**config.mk**
```make
export PLATFORM = sky130hd
export DESIGN_NAME = timer_ctl
export DESIGN_NICKNAME = d
export VERILOG_FILES = /design/src/rtl/timer_ctl.sv
export SDC_FILE = /design/constraint.sdc
export NUM_CORES = 1
export LEC_CHECK = 0
export BUFFER_PORTS_ARGS = -buffer_cell sky130_fd_sc_hd__buf_2
export CORE_MARGIN = 2
export CORE_UTILIZATION = 50
export DETAILED_ROUTE_END_ITERATION = 12
export GPL_TIMING_DRIVEN = 0
export PLACE_DENSITY = 0.69
export SYNTH_ARGS = -nofsm -noshare
export SYNTH_HDL_FRONTEND = slang
export SYNTH_SLANG_ARGS = --single-unit
export TNS_END_PERCENT = 30
```
**constraint.sdc**
```tcl
create_clock -name MasterClock -period 2.2 [get_ports MasterClock]
set_input_delay 0.44 -clock MasterClock [delete_from_list [all_inputs] [get_ports MasterClock]]
set_output_delay 0.44 -clock MasterClock [all_outputs]
set_load 0.05 [all_outputs]
```
**src/rtl/timer_ctl.sv**
```systemverilog
// Programmable down-counter timer with a byte-wide register interface.
// Supports one-shot and periodic modes, a sticky terminal flag, and a coherent high-byte snapshot.
module timer_ctl #(
  parameter int unsigned CNT_W = 16
) (
  input  logic       MasterClock,
  input  logic       reset,
  input  logic       wr,
  input  logic       rd,
  input  logic [1:0] addr,
  input  logic [7:0] din,
  output logic [7:0] dout,
  input  logic       tick,
  output logic       irq,
  output logic       running
);

  localparam int unsigned HiW = CNT_W - 8;
  localparam logic [CNT_W-1:0] CntOne = 1;

  localparam logic [1:0] StIdle  = 2'd0;
  localparam logic [1:0] StLoad  = 2'd1;
  localparam logic [1:0] StCount = 2'd2;
  localparam logic [1:0] StStop  = 2'd3;

  logic [1:0]       state_q, state_d;
  logic [CNT_W-1:0] count_q, count_d;
  logic [CNT_W-1:0] reload_q, reload_d;
  logic [HiW-1:0]   snap_q, snap_d;
  logic             en_q, en_d;
  logic             per_q, per_d;
  logic             ie_q, ie_d;
  logic             flag_q, flag_d;

  logic ctrl_wr, cmd_wr, terminal;

  assign ctrl_wr  = wr && (addr == 2'd2);
  assign cmd_wr   = wr && (addr == 2'd3);
  assign terminal = (state_q == StCount) && tick && (count_q == '0);

  always_comb begin
    state_d  = state_q;
    count_d  = count_q;
    reload_d = reload_q;
    snap_d   = snap_q;
    en_d     = en_q;
    per_d    = per_q;
    ie_d     = ie_q;
    flag_d   = flag_q;

    if (wr && (addr == 2'd0)) reload_d[7:0] = din;
    if (wr && (addr == 2'd1)) reload_d[CNT_W-1:8] = din[HiW-1:0];
    // Latching the high byte on a low-byte read keeps a low-then-high read pair coherent.
    if (rd && (addr == 2'd0)) snap_d = count_q[CNT_W-1:8];

    unique case (state_q)
      StLoad: begin
        count_d = reload_q;
        state_d = StCount;
      end
      StCount: begin
        if (tick) begin
          if (count_q != '0) begin
            count_d = count_q - CntOne;
          end else if (per_q) begin
            count_d = reload_q;
          end else begin
            state_d = StStop;
            en_d    = 1'b0;
          end
        end
      end
      default: ;
    endcase

    if (cmd_wr && din[1] && (state_q == StCount)) count_d = reload_q;
    if (cmd_wr && din[0]) flag_d = 1'b0;
    if (terminal) flag_d = 1'b1;

    // Control writes win over the FSM; EN=1 while already enabled only retunes mode bits.
    if (ctrl_wr) begin
      per_d = din[1];
      ie_d  = din[2];
      if (!din[0]) begin
        en_d    = 1'b0;
        state_d = StIdle;
        count_d = count_q;
      end else if (!en_q) begin
        en_d    = 1'b1;
        state_d = StLoad;
      end
    end
  end

  always_ff @(posedge MasterClock or posedge reset) begin
    if (reset) begin
      state_q  <= StIdle;
      count_q  <= '0;
      reload_q <= '0;
      snap_q   <= '0;
      en_q     <= 1'b0;
      per_q    <= 1'b0;
      ie_q     <= 1'b0;
      flag_q   <= 1'b0;
    end else begin
      state_q  <= state_d;
      count_q  <= count_d;
      reload_q <= reload_d;
      snap_q   <= snap_d;
      en_q     <= en_d;
      per_q    <= per_d;
      ie_q     <= ie_d;
      flag_q   <= flag_d;
    end
  end

  assign irq     = flag_q && ie_q;
  assign running = (state_q == StLoad) || (state_q == StCount);

  always_comb begin
    dout = 8'h00;
    unique case (addr)
      2'd0: dout = count_q[7:0];
      2'd1: dout[HiW-1:0] = snap_q;
      2'd2: dout = {4'b0000, flag_q, ie_q, per_q, en_q};
      default: dout = 8'h00;
    endcase
  end

endmodule
```
==> results of run 1 <==
==> final cells by class <==
class / instances / area share
multi-input combinational: 166 / 0.4412
clock buffer: 7 / 0.02588
sequential: 46 / 0.3908
tap: 70 / 0.02970
timing repair buffer: 29 / 0.06364
buffer: 11 / 0.03352
inverter: 12 / 0.01527
==> flip-flops by register name, indices dropped and copies added (netlist names) <==
register	count
ie_q	1
snap_q	8
state_q	2
en_q	1
reload_q	16
count_q	16
flag_q	1
per_q	1
==> how the worst max path moves through the flow <==
stage	from	endpoint	depth (start not counted)
floorplan	addr[1]	dout[1]	4
global placement	count_q[0]	count_q[8]	7
CTS	count_q[0]	count_q[4]	9
global route	count_q[0]	count_q[9]	9
detailed placement	count_q[0]	count_q[8]	7
finish	addr[0]	dout[6]	5
==> power groups by stage <==
stage	registers [mW]	logic [mW]	clock network, mW
after floorplan	1.36	1.66	0
after global placement	1.47	1.99	0
after detailed placement	1.48	2.05	0
after CTS	1.47	2.06	0.504
after global routing	1.53	2.39	0.545
final	1.49	2.20	0.503
==> what timing repair did <==
item                       in CTS  in global routing
setup endpoints to repair       4                 14
gates resized for setup         1                  6
buffers inserted                0                  6
hold buffers                    0                  0
pin swaps                       0                  3
==> cells in the mapped netlist, drive strengths merged (3+ instances only) <==
| library cell | number |
|---|---|
| nand4 | 3 |
| nand3 | 6 |
| dfrtp | 46 |
| nand2 | 18 |
| mux2 | 25 |
| inv | 12 |
| nor4b | 3 |
| buf | 11 |
| nor2 | 13 |
| a21oi | 12 |
| a2bb2oi | 3 |
| ha | 4 |
| mux2i | 19 |
| nor3 | 7 |
| o21ai | 17 |
| nor4 | 7 |
| nor3b | 4 |
| o2bb2ai | 7 |
==> routing by layer <==
layer	vias to the layer above	global-route usage
li1	932	-
met1	959	0.3246
met2	41	0.3478
met3	6	0.04365
met4	0	0.07212
met5	-	0
==> worst register-to-register path: cells and delay by family, from the launching register on <==
kind / cells / cell delay, ns
adders and majority gates: 1 / 0.19
DFF: 1 / 0.40
and+or+nand+nor: 3 / 0.66
AOI/OAI and AO/OA: 2 / 0.30
buffers and inverters: 3 / 0.43
==> cells by family (layout without fill, tap and decap cells) <==
kind of cell,count (synthesis),count (layout),share of synthesized area
simple gates,69,69,0.1558
compound gates,49,49,0.1373
flops,46,46,0.4479
mux,44,44,0.1835
buf+inv,23,59,0.05599
fa+ha+maj,4,4,0.01947
==> per-stage QoR <==
stage | utilization | cells
final | 0.5849 | 341
after global routing | 0.5849 | 341
after CTS | 0.5697 | 335
after detailed placement | 0.5536 | 328
after global placement | 0.5496 | 327
after floorplan | - | 235
==> parameters.txt, run 1 <==
Parameter                              Value

Synthesis
  Number of standard cells after synthesis    235
  Cell types occupying the most area after synthesis    dfrtp_1, mux2_2, mux2i_1, o21ai_0, nand2_1
  Share of async-settable or async-resettable flops after synthesis    1.000
  Number of flops mapped to enable cells by yosys    0
  Number of nets produced by synthesis    254
  Flip-flop cell with the highest count after synthesis    dfrtp_1
  Number of warnings printed during yosys synthesis    0
  Avg Synthesized Cell Area    10.94 um^2
  Number of different library cells in the post-synthesis netlist    45
  Sequential share of the synthesized area    0.4479
  Yosys top cell area share    0.4479
  Largest area contributor in the synthesized netlist    dfrtp_1
  Seq cells post-synth    46
  Netlist area before placement    0.002570 mm^2

Outcome
  Status    finished, final reports clean

Worst setup path
  Critical path startpoint category    input port
  Largest delay contributor family on the critical path    buffers and inverters
  Delay contributed by the slowest stage of the critical path    0.46 ns
  Worst endpoint data arrival time    around 1.6 ns
  Master of the slowest instance on the critical path    buf_1
  Worst setup slack for register-to-register paths    0.14 ns
  Number of cells on the worst reg-to-reg path    9
  Top cell by count, worst path    buf_2
  Crit-path cells    buf_2 -> buf_1 -> mux2i_1 -> nor2_1 -> buf_2
  R2R Path Start    count_q[0]
  Required time worst endpoint    1.76 ns
  Worst Path Buf+Inv    3
  CP Class    input port to primary output
  Crit Path Max Fanout    10
  Critical path endpoint category    primary output
  Endpoint of the worst-slack reg-to-reg timing path    count_q[3]

Route
  Via density per instance    5.683
  Highest layer used for signal routing    met4
  Routed wl met2    between 2000 and 3000 um
  Wire per inst    17.57 um
  Routed length on met3    about 220 um
  Wire length on met1    2871 um
  Vias    1938
  DRC violations left    0
  ANT nets after route    0
  Count of routing violations after the opening detailed-route iteration    147
  Overall routed net length    5991 um
  TritonRoute pass-1 iters    4

GRT
  Via count of the first global-routing pass    roughly 1800
  Global-route total usage across every layer    0.2263
  Antenna violations before repair    0
  Pin count of the biggest net entering global routing    29
  Global-route wire length before repair    9308 um
  Congestion Overflow GR    0

STA
  Number of endpoints with negative hold slack in the final report    0
  Layout Skew    0.01219 ns
  Final Worst Setup Slack    0.1354 ns
  Final Max Tran Viols    0
  RSZ-0062 raised after global routing    no
  Actual transition at the worst max-transition pin    0.8256 ns
  Fmax    484.4 MHz
  Total negative slack for setup checks    0 ns
  Setup-violating endpoint count in the final report    0
  Final worst path period share    0.9385
  Worst slew margin relative to its limit    0.4472
  Fin crit period    2.065 ns
  Worst hold margin    0.1180 ns

Layout
  Storage cell area    0.001152 mm^2
  Highest-count cells in the layout ignoring fill and taps    dfrtp_1, buf_2, mux2_2
  Number of antenna diodes    0
  Area taken by multi-input logic gates    0.001301 mm^2
  Design area    between 0.002 and 0.003 mm^2
  Most common cell after layout, fill and taps aside    dfrtp_1
  Fillcell total    449
  Fraction of layout instances using a drive strength above 1    0.3173
  Number of nets in the finished design    290
  Relative area change from synthesis to final layout    14.75%

Power
  Proportion of power drawn by the clock network    0.120
  Overall power    4.191 mW
  Worst IR drop on VDD    0.5826 mV
  Switching Fraction    0.4375
  P_sw    around 1.8 mW
  Cell-internal power    approximately 2.4 mW
  Pwr dens    1421 mW/mm^2
  Leakage power of the design    1.282 nW
  Portion of total power attributed to sequential cells    0.355
  Fraction of power consumed by combinational cells    0.525

Floorplanning
  Height of the chip    about 76 um
  Floorplan die area    roughly 0.0057 mm^2
  Placeable core area    0.005042 mm^2
  Starting Density    0.5097
  Boundary Pins    25
  Row count    26
  Horiz. Die Dim    75.70 um

Hold path
  HP Class    input port to async pin

CTS
  TritonCTS clock tree    done
  H-Tree Level Count    2
  Clock buffer count from CTS    5
  Count of clock tree sinks    46
  Clock Tree Root    clkbuf_8
  Clock latency on the worst-skew pair    0.31 ns
  CTS clk-pin slew, worst paths    0.08 ns
  Clock tree buffer depth    2

Place
  GP Congestion    approximately 0.81
  Minimum setup slack after placement    -0.1949 ns
  IO Port Bufs    22
  Post-placement cell area    0.002791 mm^2
  Detailed Place HPWL    about 4300 um

Flow run
  Max-capacitance violation count    0
(Power assumes the default switching activity.)
==> inputs of run 2 (changes only) <==
Settings changed: CORE_ASPECT_RATIO set to 0.7, CTS_CLUSTER_DIAMETER set to 30.
==> run 2 against run 1 <==
  * Worst hold slack better by 0.032 ns
  * Count of clock-buffer cells in the layout stayed put
  * Clock skew is 0.0034 ns lower
  * Design area is 0.93% higher
  * Global-route usage is 1.6 points higher
  * Total power is 2.3% higher
  * Utilization is 2.7 points higher
  * Sequential power hardly changed
  * Setup slack worse by 0.057 ns
  * First-iteration DRC count is 22% higher
  * Critical path depth is 4 higher
==> parameters.txt, run 2 (same netlist as run 1, synthesis figures left out) <==
Parameter                              Value

STA
  Fin crit period    2.121 ns (+0.05679 ns)
  Number of endpoints with negative hold slack in the final report    0 (unchanged)
  Layout Skew    0.008799 ns (-0.003390 ns)
  Worst slew margin relative to its limit    0.4135 (-0.03367)
  Setup-violating endpoint count in the final report    0 (unchanged)
  Fmax    471.4 MHz (-2.7%)
  Worst hold margin    0.1497 ns (+0.03164 ns)
  Actual transition at the worst max-transition pin    0.8759 ns (+0.05028 ns)
  Final Max Tran Viols    0 (unchanged)
  Final worst path period share    0.9643 (+0.02581)

CTS
  Count of clock tree sinks    46 (unchanged)
  Clock Tree Root    clkbuf_8
  H-Tree Level Count    2 (unchanged)
  Clock latency on the worst-skew pair    0.30 ns (about the same)
  Clock buffer count from CTS    5 (unchanged)
  CTS Hold Buffers Added    0 (unchanged)
  TritonCTS clock tree    done
  Clock tree buffer depth    2 (unchanged)
  CTS clk-pin slew, worst paths    0.09 ns (about the same)

Layout
  Highest-count cells in the layout ignoring fill and taps    dfrtp_1, buf_2, mux2_2
  Relative area change from synthesis to final layout    15.82%
  Fraction of layout instances using a drive strength above 1    0.3394 (+0.02207)
  Registers with the most flip-flops    count_q (16), reload_q (16), snap_q (8)
  Most common cell after layout, fill and taps aside    dfrtp_1
  Number of nets in the finished design    292 (+0.69%)
  Post-route core utilization    0.6124 (+0.02749)
  Number of antenna diodes    0 (unchanged)

Hold path
  HP Class    input port to async pin

Worst setup path
  Master of the slowest instance on the critical path    dfrtp_1
  Critical path endpoint category    flop
  Worst endpoint data arrival time    2.31 ns (+0.69 ns)
  CP Class    flop to flop
  Delay contributed by the slowest stage of the critical path    0.35 ns (-0.11 ns)
  Largest delay contributor family on the critical path    simple AND/OR/NAND/NOR gates
  Worst Path Buf+Inv    3 (unchanged)
  Crit Path Max Fanout    10 (unchanged)
  Critical path startpoint category    flop
  Required time worst endpoint    2.39 ns (+0.63 ns)
  Crit-path cells    inv_1 -> ha_1 -> nor4b_2 -> and4_1 -> buf_6 -> or2_2 -> buf_4 -> a21oi_1 -> o2bb2ai_1

Place
  GP Congestion    0.8885 (+9.4%)
  IO Port Bufs    22 (unchanged)
  Detailed Place HPWL    4420 um (+2.7%)

GRT
  Antenna violations before repair    0 (unchanged)
  Via count of the first global-routing pass    1945 (+8.7%)
  Pin count of the biggest net entering global routing    26 (-10%)
  Global-route wire length before repair    10240 um (+10%)
  Global-route total usage across every layer    0.2425 (+0.01616)
  Congestion Overflow GR    0 (unchanged)

Route
  Vias    2027 (+4.6%)
  Wire per inst    18.49 um (+5.3%)
  Overall routed net length    6343 um (+5.9%)
  ANT nets after route    0 (unchanged)
  Count of routing violations after the opening detailed-route iteration    180 (+22%)
  DRC violations left    0 (unchanged)
  Via density per instance    5.910 (+4.0%)
  TritonRoute pass-1 iters    4 (unchanged)

Floorplanning
  Horiz. Die Dim    89.69 um (+18%)
  Starting Density    0.5287 (+0.01902)
  Height of the chip    63.98 um (-15%)
  Placeable core area    0.004861 mm^2 (-3.6%)
  Floorplan die area    0.005738 mm^2 (+0.15%)
  Boundary Pins    25 (unchanged)
  Row count    21 (-19%)

Outcome
  Status    finished, final reports clean

Flow run
  Max-capacitance violation count    0 (unchanged)

Power
  Pwr dens    1440 mW/mm^2 (+1.4%)
  Leakage power of the design    1.305 nW (+1.8%)
  Worst IR drop on VDD    0.6943 mV (+19%)
-- run 2: changes by cell type in the layout (fill, tap and decap cells not counted), sizes merged --
cell and delta:
clkinv +1, buf +1, clkbuf +1
-- run 2: metrics by stage --
| stage | power, mW | TNS (ns) | setup slack (ns) | cell area, um^2 | instances |
|---|---|---|---|---|---|
| floorplan | 3.022 | -0.05523 | -0.01841 | 2574 | 235 |
| global placement | 3.465 | -0.4697 | -0.1752 | 2770 | 326 |
| detailed placement | 3.535 | -0.5233 | -0.1971 | 2790 | 327 |
| CTS | 4.078 | -0.03089 | -0.03089 | 2887 | 335 |
| global route | 4.561 | -0.03113 | -0.01582 | 2977 | 343 |
| finish | 4.287 | 0 | 0.07859 | 2977 | 343 |
-- run 2: path summary, 6_finish.rpt --
kind	startpoint	to	slack (ns)	cells past startpoint
max in group asynchronous	reset	count_q[1]	1.53	3
setup / recovery	count_q[0]	count_q[11]	0.08	9
setup reg to reg	count_q[0]	count_q[11]	0.08	9
hold / removal	reset	snap_q[5]	0.15	2
hold reg to reg	reload_q[10]	reload_q[10]	0.51	1
min in group MasterClock	din[7]	reload_q[7]	0.38	2
-- run 2: where the power goes --
part / switching, mW / internal [mW] / leakage [nW]
Clock: 0.281 / 0.254 / 0.0482
Combinational: 1.27 / 0.989 / 0.705
Sequential: 0.335 / 1.15 / 0.552
Total: 1.89 / 2.40 / 1.31
-- run 2: layout make-up --
class                   instances  area, um^2
plain buffers                  10       96.34
clock buffers                   7       86.33
flip-flops and latches         46        1152
multi-input cells             166        1308
repair buffers                 32       197.7
fillers                       403        1884
clock inverters                 1       5.005
well taps                      69       86.33
inverters                      12       45.04
-- run 2: routing by layer --
metal / vias to the layer above / global-route usage / routed length (um) / part of all wire
met3: 10 / 0.05426 / 444 / 0.070
met2: 67 / 0.3272 / 2793 / 0.44
met4: 0 / 0.06157 / 93 / 0.015
met1: 1013 / 0.3877 / 3012 / 0.47
met5: - / 0 / 0 / 0
li1: 937 / - / - / -
-- run 2: what timing repair did --
action                                  CTS  global route
setup buffers                             0             9
endpoints found under the setup margin    4            18
pin swaps                                 0             2
gates resized for setup                   1             9
==> inputs of run 3 (changes only) <==
Settings changed: CORE_MARGIN 2 to unset.
==> run 3 against run 2 <==
  * Wire length shrank 4.9%
  * Critical path depth shrank 4
  * Total power shrank 1.1%
  * Design area is essentially flat
  * Highest routed layer unchanged
  * Critical endpoint is now dout[5]
  * Clock power grew 2%
  * Sequential power is essentially flat
  * Worst hold slack lost 0.058 ns
  * Largest power group unchanged
  * Largest cell class unchanged
  * Clock skew shrank 0.0017 ns
==> parameters.txt, run 3 (same netlist as run 1, synthesis figures left out) <==
Parameter                              Value

Outcome
  Status    finished, final reports clean

GRT
  Antenna violations before repair    0 (unchanged)
  Pin count of the biggest net entering global routing    32 (+23%)
  Global-route wire length before repair    9646 um (-5.8%)
  Congestion Overflow GR    0 (unchanged)
  Global-route total usage across every layer    0.2487 (+0.006171)
  Via count of the first global-routing pass    1840 (-5.4%)

Worst setup path
  Worst Path Buf+Inv    3 (unchanged)
  Top cell by count, worst path    buf_2
  Largest delay contributor family on the critical path    buffers and inverters
  Crit-path cells    buf_2 -> buf_1 -> mux2i_1 -> nor2_1 -> buf_2
  Master of the slowest instance on the critical path    buf_1
  Critical path endpoint category    primary output
  Critical path startpoint category    input port
  Worst setup slack for register-to-register paths    0.10 ns (+0.02 ns)
  Worst endpoint data arrival time    1.67 ns (-0.64 ns)
  Delay contributed by the slowest stage of the critical path    0.52 ns (+0.17 ns)
  Crit Path Max Fanout    10 (unchanged)
  CP Class    input port to primary output
  Required time worst endpoint    1.76 ns (-0.63 ns)

Place
  Cells after DPL    327 (unchanged)
  Detailed Place HPWL    4372 um (-1.1%)
  Minimum setup slack after placement    -0.1670 ns (+0.03013 ns)
  GP Congestion    0.8317 (-6.4%)
  IO Port Bufs    22 (unchanged)

Route
  TritonRoute pass-1 iters    4 (unchanged)
  Wire per inst    17.49 um (-5.4%)
  Overall routed net length    6035 um (-4.9%)
  ANT nets after route    0 (unchanged)
  Count of routing violations after the opening detailed-route iteration    168 (-6.7%)
  Via density per instance    5.829 (-1.4%)
  DRC violations left    0 (unchanged)
  Vias    2011 (-0.79%)

STA
  Total negative slack for setup checks    0 ns (unchanged)
  Layout Skew    0.007121 ns (-0.001678 ns)
  Actual transition at the worst max-transition pin    0.8638 ns (-0.01208 ns)
  Number of endpoints with negative hold slack in the final report    0 (unchanged)
  Final worst path period share    0.9591 (-0.005227)
  Worst slew margin relative to its limit    0.4216 (+0.008088)
  Setup-violating endpoint count in the final report    0 (unchanged)
  Fin crit period    2.110 ns (-0.01150 ns)
  Final Worst Setup Slack    0.09009 ns (+0.01150 ns)
  Final Max Tran Viols    0 (unchanged)
  Fmax    474.0 MHz (+0.54%)

Floorplanning
  Placeable core area    0.004861 mm^2 (unchanged)
  Horiz. Die Dim    87.69 um (-2.2%)
  Boundary Pins    25 (unchanged)
  Starting Density    0.5287 (unchanged)
  Floorplan die area    0.005435 mm^2 (-5.3%)
  Height of the chip    61.98 um (-3.1%)
  Row count    21 (unchanged)

CTS
  Clock Tree Root    clkbuf_8
  H-Tree Level Count    2 (unchanged)
  Clock buffer count from CTS    5 (unchanged)
  CTS clk-pin slew, worst paths    0.09 ns (about the same)
  TritonCTS clock tree    done
  Clock tree buffer depth    2 (unchanged)
  Clock latency on the worst-skew pair    0.31 ns (about the same)
  Count of clock tree sinks    46 (unchanged)
  CTS Hold Buffers Added    0 (unchanged)

Layout
  Final standard cell count with taps included and fillers excluded    345 (+0.58%)
  Number of antenna diodes    0 (unchanged)
  Number of nets in the finished design    294 (+0.68%)
  Registers with the most flip-flops    count_q (16), reload_q (16), snap_q (8)
  Most common cell after layout, fill and taps aside    dfrtp_1
  Highest-count cells in the layout ignoring fill and taps    dfrtp_1, buf_2, mux2_2
  Relative area change from synthesis to final layout    15.92% (about the same)
  Fraction of layout instances using a drive strength above 1    0.3333 (-0.006083)

Power
  Leakage power of the design    1.312 nW (+0.56%)
  Worst IR drop on VDD    0.8244 mV (+19%)
  Pwr dens    1424 mW/mm^2 (-1.2%)

Hold path
  HP Class    input port to async pin

Flow run
  Max-capacitance violation count    0 (unchanged)
[run 3: cell count changes in the layout (fill, tap and decap cells not counted), sizes merged]
cell | before | now
buf | 41 | 43
[run 3: layer usage]
layer | vias to the layer above | part of all wire | GRT usage
li1 | 944 | - | -
met1 | 983 | 0.48 | 0.3775
met2 | 80 | 0.42 | 0.3527
met3 | 4 | 0.086 | 0.05284
met4 | 0 | 0.0063 | 0.08197
met5 | - | 0 | 0
[run 3: worst paths after layout]
check,from,endpoint,cells after the start
worst min register to register,reload_q[4],reload_q[4],1
min in group MasterClock,din[3],reload_q[3],2
max in group asynchronous,reset,reload_q[12],3
worst max-delay path,addr[0],dout[5],5
worst min-delay path,reset,count_q[7],2
worst max register to register,count_q[0],count_q[11],9
[run 3: metrics by stage]
| step | hold slack, ns | util | instance area, um^2 | power [mW] |
|---|---|---|---|---|
| global route | 0.1203 | 0.6129 | 2979 | 4.528 |
| CTS | 0.1063 | 0.5938 | 2887 | 4.066 |
| floorplan | 0.4581 | - | 2574 | 3.022 |
| finish | 0.09191 | 0.6129 | 2979 | 4.241 |
| detailed placement | 0.4408 | 0.5740 | 2790 | 3.520 |
| global placement | 0.4915 | 0.5699 | 2770 | 3.458 |
[run 3: timing repair]
item                       4_1_cts  5_1_grt
setup endpoints to repair        4       19
buffers inserted                 0       10
pin swaps                        0        2
resized for setup                1        7
gates cloned                     0        0
[run 3: layout make-up]
class | instances | area [um^2]
Fill cell | 420 | 1882
Multi-Input combinational cell | 166 | 1300
Sequential cell | 46 | 1151
Timing Repair Buffer | 33 | 205.2
Buffer | 11 | 100.1
Clock buffer | 7 | 86.33
Tap cell | 69 | 86.33
Inverter | 12 | 45.04
Clock inverter | 1 | 5.005
[run 3: power by group]
group / switching, mW / total (mW) / internal (mW)
clock network: 0.293 / 0.547 / 0.254
logic: 1.23 / 2.22 / 0.989
registers: 0.321 / 1.47 / 1.15
total: 1.85 / 4.24 / 2.40
